==> src/rtl/mdu_iter_if.sv <==
// rtl/mdu_iter_if.sv - command/result bundle between EX stage and the iterative mul/div unit
interface mdu_iter_if #(
  parameter int WIDTH = 32
);
  logic             start;
  logic [1:0]       md_op;
  logic [WIDTH-1:0] md_a;
  logic [WIDTH-1:0] md_b;
  logic             flush;
  logic             hi_we;
  logic             lo_we;
  logic [WIDTH-1:0] wdata;
  logic             busy;
  logic             done;
  logic             div_zero;
  logic [WIDTH-1:0] hi;
  logic [WIDTH-1:0] lo;

  modport master (
    output start, md_op, md_a, md_b, flush, hi_we, lo_we, wdata,
    input  busy, done, div_zero, hi, lo
  );

  modport slave (
    input  start, md_op, md_a, md_b, flush, hi_we, lo_we, wdata,
    output busy, done, div_zero, hi, lo
  );
endinterface

==> src/rtl/mdu_iter.sv <==
// rtl/mdu_iter.sv - radix-2 iterative MULT/MULTU/DIV/DIVU unit owning the HI/LO registers
module mdu_iter #(
  parameter int WIDTH = 32
) (
  input  logic        clk,
  input  logic        rst_n,
  mdu_iter_if.slave   bus
);
  localparam int CW = $clog2(WIDTH);

  typedef enum logic [1:0] {S_IDLE, S_CALC, S_FIX, S_DONE} state_t;

  state_t             r_state;
  state_t             w_next;
  logic               r_is_div;
  logic               r_dz;
  logic               r_neg_q;
  logic               r_neg_r;
  logic [CW-1:0]      r_cnt;
  logic [WIDTH-1:0]   r_opd;
  logic [2*WIDTH-1:0] r_acc;
  logic [WIDTH:0]     r_rem;
  logic [WIDTH-1:0]   r_hi;
  logic [WIDTH-1:0]   r_lo;

  logic               w_idle_ok;
  logic               w_accept;
  logic               w_is_div;
  logic               w_signed;
  logic               w_dz;
  logic [WIDTH-1:0]   w_mag_a;
  logic [WIDTH-1:0]   w_mag_b;
  logic [WIDTH:0]     w_mul_sum;
  logic [WIDTH+1:0]   w_div_diff;
  logic [WIDTH:0]     w_div_rem;
  logic [WIDTH-1:0]   w_div_q;
  logic [2*WIDTH-1:0] w_prod;
  logic [WIDTH-1:0]   w_quo;
  logic [WIDTH-1:0]   w_remv;

  // A divide-by-zero DONE still counts as busy, so it cannot take a new start or MTHI/MTLO
  assign w_idle_ok = (r_state == S_IDLE) || ((r_state == S_DONE) && !r_dz);
  assign w_accept  = bus.start && w_idle_ok && !bus.flush;
  assign w_is_div  = bus.md_op[1];
  assign w_signed  = ~bus.md_op[0];
  assign w_dz      = w_is_div && (bus.md_b == '0);
  assign w_mag_a   = (w_signed && bus.md_a[WIDTH-1]) ? -bus.md_a : bus.md_a;
  assign w_mag_b   = (w_signed && bus.md_b[WIDTH-1]) ? -bus.md_b : bus.md_b;

  // Shift-add: add the multiplicand into the upper half when the current multiplier LSB is set
  assign w_mul_sum = {1'b0, r_acc[2*WIDTH-1:WIDTH]} + {1'b0, (r_acc[0] ? r_opd : '0)};

  // Restoring divide: dividend bits shift out of the quotient register into the remainder
  assign w_div_diff = {r_rem, r_acc[WIDTH-1]} - {2'b00, r_opd};
  assign w_div_rem  = w_div_diff[WIDTH+1] ? {r_rem[WIDTH-1:0], r_acc[WIDTH-1]} : w_div_diff[WIDTH:0];
  assign w_div_q    = {r_acc[WIDTH-2:0], ~w_div_diff[WIDTH+1]};

  assign w_prod = r_neg_q ? -r_acc : r_acc;
  assign w_quo  = r_neg_q ? -r_acc[WIDTH-1:0] : r_acc[WIDTH-1:0];
  assign w_remv = r_neg_r ? -r_rem[WIDTH-1:0] : r_rem[WIDTH-1:0];

  always_ff @(posedge clk or negedge rst_n) begin
    if (!rst_n) r_state <= S_IDLE;
    else        r_state <= w_next;
  end

  always_comb begin
    w_next = r_state;
    case (r_state)
      S_IDLE, S_DONE: begin
        w_next = S_IDLE;
        if (w_accept) w_next = w_dz ? S_DONE : S_CALC;
      end
      S_CALC: begin
        if (bus.flush)          w_next = S_IDLE;
        else if (r_cnt == '0)   w_next = S_FIX;
      end
      S_FIX:   w_next = bus.flush ? S_IDLE : S_DONE;
      default: w_next = S_IDLE;
    endcase
  end

  always_ff @(posedge clk or negedge rst_n) begin
    if (!rst_n) begin
      r_is_div <= 1'b0;
      r_dz     <= 1'b0;
      r_neg_q  <= 1'b0;
      r_neg_r  <= 1'b0;
      r_cnt    <= '0;
      r_opd    <= '0;
      r_acc    <= '0;
      r_rem    <= '0;
      r_hi     <= '0;
      r_lo     <= '0;
    end else begin
      case (r_state)
        S_CALC: begin
          r_cnt <= r_cnt - CW'(1);
          if (r_is_div) begin
            r_acc <= {r_acc[2*WIDTH-1:WIDTH], w_div_q};
            r_rem <= w_div_rem;
          end else begin
            r_acc <= {w_mul_sum, r_acc[WIDTH-1:1]};
          end
        end
        S_FIX: begin
          if (!bus.flush) begin
            if (r_is_div) begin
              r_hi <= w_remv;
              r_lo <= w_quo;
            end else begin
              r_hi <= w_prod[2*WIDTH-1:WIDTH];
              r_lo <= w_prod[WIDTH-1:0];
            end
          end
        end
        default: begin
          if (w_accept) begin
            r_is_div <= w_is_div;
            r_dz     <= w_dz;
            r_neg_q  <= w_signed && (bus.md_a[WIDTH-1] ^ bus.md_b[WIDTH-1]);
            r_neg_r  <= w_signed && bus.md_a[WIDTH-1];
            r_cnt    <= CW'(WIDTH-1);
            r_rem    <= '0;
            if (w_is_div) begin
              r_opd <= w_mag_b;
              r_acc <= {{WIDTH{1'b0}}, w_mag_a};
            end else begin
              r_opd <= w_mag_a;
              r_acc <= {{WIDTH{1'b0}}, w_mag_b};
            end
          end else if (w_idle_ok) begin
            if (bus.hi_we) r_hi <= bus.wdata;
            if (bus.lo_we) r_lo <= bus.wdata;
          end
        end
      endcase
    end
  end

  assign bus.busy     = ~w_idle_ok;
  assign bus.done     = (r_state == S_DONE);
  assign bus.div_zero = (r_state == S_DONE) && r_dz;
  assign bus.hi       = r_hi;
  assign bus.lo       = r_lo;
endmodule
==> src/flat_wrapper.sv <==
// flat-port wrapper written by rule: the top's interface ports become plain ports
module mdu_iter_flat 
#(
  parameter int WIDTH = 32
)
  (clk, rst_n, bus_start, bus_md_op, bus_md_a, bus_md_b, bus_flush, bus_hi_we, bus_lo_we, bus_wdata, bus_busy, bus_done, bus_div_zero, bus_hi, bus_lo);
  mdu_iter_if #(.WIDTH(WIDTH)) bus_i ();
  input  logic clk;
  input  logic rst_n;
  input wire logic [$bits(bus_i.start)-1:0] bus_start;
  input wire logic [$bits(bus_i.md_op)-1:0] bus_md_op;
  input wire logic [$bits(bus_i.md_a)-1:0] bus_md_a;
  input wire logic [$bits(bus_i.md_b)-1:0] bus_md_b;
  input wire logic [$bits(bus_i.flush)-1:0] bus_flush;
  input wire logic [$bits(bus_i.hi_we)-1:0] bus_hi_we;
  input wire logic [$bits(bus_i.lo_we)-1:0] bus_lo_we;
  input wire logic [$bits(bus_i.wdata)-1:0] bus_wdata;
  output wire logic [$bits(bus_i.busy)-1:0] bus_busy;
  output wire logic [$bits(bus_i.done)-1:0] bus_done;
  output wire logic [$bits(bus_i.div_zero)-1:0] bus_div_zero;
  output wire logic [$bits(bus_i.hi)-1:0] bus_hi;
  output wire logic [$bits(bus_i.lo)-1:0] bus_lo;
  assign bus_i.start = bus_start;
  assign bus_i.md_op = bus_md_op;
  assign bus_i.md_a = bus_md_a;
  assign bus_i.md_b = bus_md_b;
  assign bus_i.flush = bus_flush;
  assign bus_i.hi_we = bus_hi_we;
  assign bus_i.lo_we = bus_lo_we;
  assign bus_i.wdata = bus_wdata;
  assign bus_busy = bus_i.busy;
  assign bus_done = bus_i.done;
  assign bus_div_zero = bus_i.div_zero;
  assign bus_hi = bus_i.hi;
  assign bus_lo = bus_i.lo;
  mdu_iter #(.WIDTH(WIDTH)) u_core (.clk(clk), .rst_n(rst_n), .bus(bus_i));
endmodule
==> config.mk <==
export PLATFORM = sky130hd
export DESIGN_NAME = mdu_iter_flat
export DESIGN_NICKNAME = d
export VERILOG_FILES = /design/src/rtl/mdu_iter_if.sv /design/src/rtl/mdu_iter.sv /design/src/flat_wrapper.sv
export SDC_FILE = /design/constraint.sdc
export NUM_CORES = 1
export LEC_CHECK = 0
export CAP_MARGIN = 5
export CORE_AREA = 2 2 198 200
export CTS_CLUSTER_SIZE = 10
export DETAILED_ROUTE_END_ITERATION = 16
export DIE_AREA = 0 0 200 202
export PLACE_DENSITY = 0.7
export SKIP_CTS_REPAIR_TIMING = 1
export SLEW_MARGIN = 25
export SYNTH_ARGS = -nofsm -noshare
export SYNTH_HDL_FRONTEND = slang
export SYNTH_SLANG_ARGS = --single-unit
==> constraint.sdc <==
create_clock -name clk -period 3.9 [get_ports clk]
set_input_delay 0.585 -clock clk [delete_from_list [all_inputs] [get_ports clk]]
set_output_delay 0.585 -clock clk [all_outputs]
set_load 0.02 [all_outputs]
After elaboration in Yosys (flattened, before gate mapping)
Index checks and enable logic that the tools add are counted.
{"block": "word_totals", "out_inout_bits": 67, "in_bits": 104, "wordCells": 96, "register_bits": 204}
{"block": "op_classes", "bitwise": 7, "muxes": 35, "eq_ne": 8, "n_reduce_logical": 26, "addsub": 8}
{"operator": "$mux W32", "count": 17}
{"operator": "$mux W64", "count": 3}
{"operator": "$neg A32 Y32", "count": 4}
{"operator": "$pmux W32 S2", "count": 2}
{"operator": "$pmux W64 S2", "count": 1}
{"operator": "$mux W33", "count": 3}
{"operator": "$pmux W33 S2", "count": 1}
{"operator": "$neg A64 Y64", "count": 1}
{"operator": "$sub A34 B32 Y34", "count": 1}
{"operator": "$add A32 B32 Y33", "count": 1}
{"operator": "$logic_not A32 Y1", "count": 1}
{"operator": "$mux W2", "count": 5}
{"operator": "$pmux W5 S2", "count": 1}
{"operator": "$reduce_and A5 Y1", "count": 2}
{"operator": "$logic_and A1 B1 Y1", "count": 8}
{"operator": "$reduce_bool A2 Y1", "count": 4}
{"operator": "$ne A2 B2 Y1 const B", "count": 3}
{"operator": "$not A1 Y1", "count": 6}
{"operator": "$pmux W2 S3", "count": 1}
{"operator": "$reduce_and A3 Y1", "count": 2}
{"operator": "$logic_not A5 Y1", "count": 1}
{"operator": "$mux W5", "count": 1}
{"operator": "$sub A5 B1 Y5 const B", "count": 1}
{"operator": "$eq A2 B2 Y1 const B", "count": 2}
{"operator": "other kinds (9)", "count": 12}

Longest topological paths before layout
{"block": "depth", "depth_word": 7, "depth_mapped": 13, "depth_no_buf": 12}

Worst setup path before layout
Ideal clock, no wire load.
{"block": "synth_path", "path_type": "reg2reg", "from": "reg u_core.r_rem[18]", "to": "reg u_core.r_rem[20]", "setup_slack_ns": 0.713, "n_path_buf": 2, "path_stages_with_launch": 12, "required_time_ns": 3.831, "period_less_slack_ns": 3.187, "arrival_ns": 3.118, "setup_ns": 0.069, "cell_sequence": "dfrtp_1 > ha_1 > buf_2 > and4_1 > nand3_1 > or4_1 > o21a_1 > o311a_4 > or2_1 > buf_6 > or4_1 > nand3_1"}
{"block": "synth_between", "elab_chain_cells": 4}
{"element": "start, declared", "line": "mdu_iter.sv:22", "rtl": "logic [WIDTH:0] r_rem;"}
{"element": "start signal, assigned", "line": "mdu_iter.sv:101", "rtl": "r_rem <= w_div_rem;"}
{"element": "$sub A34 B32 Y34", "line": "mdu_iter.sv:54", "rtl": "assign w_div_diff = {r_rem, r_acc[WIDTH-1]} - {2'b00, r_opd};"}
{"element": "$mux W33", "line": "mdu_iter.sv:55", "rtl": "assign w_div_rem = w_div_diff[WIDTH+1] ? {r_rem[WIDTH-1:0], r_acc[WIDTH-1]} : w_div_diff[WIDTH:0];"}
{"element": "$mux W33", "line": "mdu_iter.sv:99", "rtl": "if (r_is_div) begin"}
{"element": "$pmux W33 S2", "line": "mdu_iter.sv:96", "rtl": "case (r_state)"}
No other way between the ends. The select of a mux whose other input is x is not followed.
A chain may end at the register's enable or synchronous reset.

Worst setup path after layout
{"block": "layout_path", "from": "reg u_core.r_rem[19]", "to": "reg u_core.r_rem[20]"}
{"block": "layout_between", "elab_chain_cells": 4}
{"element": "$sub A34 B32 Y34", "line": "mdu_iter.sv:54"}
{"element": "$mux W33 *", "line": "mdu_iter.sv:55"}
{"element": "$mux W33 *", "line": "mdu_iter.sv:99"}
{"element": "$pmux W33 S2 *", "line": "mdu_iter.sv:96"}
Every way passes the cells marked *; elsewhere a longest branch is shown, timed or not. The select of a mux whose other input is x is not followed.

==> flow_summary.yaml <==
detailed_routing:
  drt_wl_total_mm: 63.2
  dr_total_vias: 17500
  ant_nets: 0
  firstDrtPassIters: 7
  drtIter0Drc: 1917
  wl_per_cell_um: 22.2
  via_per_inst: 6.16
  drc: 0
synthesis:
  synth_top_area_cell: "dfrtp_1"
  async_flop_share: 1.00
  synth_nets: 2355
  yosys_warnings: 0
  yosys_register_bits: 204
  synthCells: 2175
  synth_flop_cell: "dfrtp_1"
  synth_edf_count: 0
  synth_seq_area_share: 0.300
  synthDistinctLibCells: 73
  synth_top_area_frac: 0.300
  yosys-top-cells-area: "dfrtp_1 30%, o21ai_0 8.3%, nand2_1 5.9%, xor2_1 5.5%, ha_1 5.4%"
  avgSynthCellArea_um2: 7.82
  synthesis.area_um2: 17000
timing:
  fmax_ghz: 0.279
  finalCritPeriodShare: 0.918
  fin_worst_skew_ns: 0.0362
  relSlewSlack: 0.382
  hold_viol: 6
  drv_slew: 0
  rsz0062_at_grt: "false"
  setup_tns_ns: 0
  setup_viol: 0
  worst_pin_slew_ns: 0.923
  fin_hold_ws_ns: -0.0194
  min_period_ns: 3.58
die:
  start_util: 0.444
  pin_count: 171
  placementRows: 72
  die_area_um2: 40400
  die_w_um: 200
  die_y_um: 202
  core_um2: 38300
worst_setup_path:
  crit_path_start_kind: "flip-flop"
  cp_max_fo: 12
  crit_required_ns: 4.37
  worstPathArrival_ns: 4.05
  critical_path_class: "reg2reg"
  end_kind: "flip-flop"
clocking:
  clock-sinks: 204
  clkLatencyLatePin_ns: 0.57
  cts_tree: "yes"
  clk_pin_slew_ns: 0.06
  cts_buffer_depth: 3
  cts_root_buffer: "clkbuf_16"
  cts_inserted_buffers: 26
  cts_max_level: 1
power:
  power.share.combinational: 0.559
  swShare: 0.479
  vdd_drop_max_mv: 0.323
  totalPowerFinal_w: 0.0131
  p_leak_nw: 8.51
  p_sw_w: 0.00628
  intPower_w: 0.00684
  p_per_area_nw_per_um2: 648
  clock_power_share: 0.171
  seq_power_share: 0.270
status:
  status: "finished with violations"
  violations: "hold timing"
global_route:
  track_usage: 0.309
  grt_max_degree: 107
  grt_pass1_wl_mm: 95.8
  antenna_found_initial: 1
  grt_pass1_vias: 16500
  grt-ovfl-total: 0
final_layout:
  fin_util: 0.529
  nets: 2496
  drive_gt1_frac: 0.0644
  area_growth_syn_to_layout_pct: 19.1
job:
  max-cap-violations: 0
placement:
  gp_congestion: 0.980
  io_buffers: 170
  hpwl_mm: 49.4
hold_path:
  hold_path.class: "in2async"
==> critical path, cell delays in order (launching register included) <==
cell and delay, ns:
dfrtp_1 0.47, ha_1 0.44, and4_1 0.26, nand3_1 0.11, or4_1 0.52, o21a_1 0.23, o311a_4 0.39, or2_1 0.41
or4_1 0.57, nand3_1 0.09
==> state kept, by name (all words and copies together) (netlist names) <==
register / count
u_core.r_is_div: 1
u_core.r_cnt: 5
u_core.r_neg_r: 1
u_core.r_state: 2
u_core.r_acc: 64
u_core.bus.lo: 32
u_core.r_rem: 33
u_core.r_opd: 32
u_core.bus.hi: 32
u_core.r_neg_q: 1
u_core.r_dz: 1
==> cell families (layout without fill, tap and decap cells) <==
logic type,Yosys count,count (layout),share of synthesized area
AO/OA/AOI/OAI,730,730,0.262
XOR/XNOR,188,188,0.0969
adder cells (fa/ha/maj),76,76,0.0568
buffers and inverters,199,352,0.0449
flip-flops,204,204,0.300
multiplexers,67,67,0.0412
other,0,1,0
AND/OR/NAND/NOR,711,711,0.198
==> cells in the final DEF, fill, tap and decap left out, drive strengths merged, types with 23 or more instances in the layout <==
master         instances
a211oi                33
a21o                  30
a21oi                172
a31oi                 24
buf                   69
clkbuf                35
clkdlybuf4s50        168
dfrtp                204
ha                    74
inv                   73
mux2                  24
mux2i                 43
nand2                265
nand3                 32
nor2                 161
nor3                  57
nor3b                 23
o21ai                285
o31ai                 40
or3                   26
xnor2                 82
xor2                 106
==> stage by stage <==
stage	instances	cell area (um^2)	setup WS, ns
2_1_floorplan	2175	17000	0.713
6_report	2847	20200	0.318
3_5_place_dp	2805	19500	0.353
3_3_place_gp	2805	19500	0.405
4_1_cts	2845	20200	0.324
5_1_grt	2846	20200	0.150
==> per-layer routing <==
| layer | share of wire | GRT usage | routed length (um) | vias up |
|---|---|---|---|---|
| met5 | 0 | 0 | 0 | - |
| li1 | - | - | - | 8191 |
| met3 | 0.084 | 0.0364 | 5280 | 167 |
| met1 | 0.42 | 0.420 | 26500 | 8295 |
| met2 | 0.43 | 0.471 | 27200 | 892 |
| met4 | 0.067 | 0.181 | 4230 | 0 |
==> power by group through the flow <==
stage                     registers, W  logic, W  clock network [W]
after floorplan                0.00347   0.00451                  0
after global placement         0.00351   0.00707                  0
after detailed placement       0.00354   0.00716                  0
after CTS                      0.00350   0.00719            0.00226
after global routing           0.00360   0.00793            0.00235
final                          0.00354   0.00733            0.00225
==> Yosys cell counts (all sizes together), types with 12 or more instances <==
library cell,n
nand2b,22
or4,19
nor2b,21
mux2i,43
dfrtp,204
xnor2,82
clkbuf,113
nor2,161
nand2,265
ha,74
a32oi,13
o41ai,22
a31oi,24
o21a,18
nor3,57
or3,26
nor4,20
xor2,106
and3,13
mux2,24
nand4,18
nand3,32
inv,73
a21oi,172
o21ai,285
nor3b,23
o31ai,40
a21o,30
o211ai,12
a211oi,33
buf,12
==> final timing paths <==
path	start	endpoint	slack [ns]	depth (start not counted)
hold / removal	rst_n	u_core.r_rem[30]	-0.02	1
hold reg to reg	u_core.bus.lo[4]	u_core.bus.lo[4]	0.48	1
setup / recovery	u_core.r_rem[19]	u_core.r_rem[20]	0.32	9
setup reg to reg	u_core.r_rem[19]	u_core.r_rem[20]	0.32	9
min in group clk	u_core.bus.lo[4]	u_core.bus.lo[4]	0.48	1
max in group asynchronous	rst_n	u_core.bus.lo[26]	2.97	3
==> area by class of cell <==
class | count | area (um^2)
antenna | 1 | 2.50
fill | 3652 | 18000
tap | 518 | 648
multi-input combinational | 1772 | 11200
clock inverter | 6 | 41.3
sequential | 204 | 5110
timing repair buffer | 238 | 2270
inverter | 74 | 278
clock buffer | 34 | 721
Note: power is estimated with default switching activity, not from simulation.
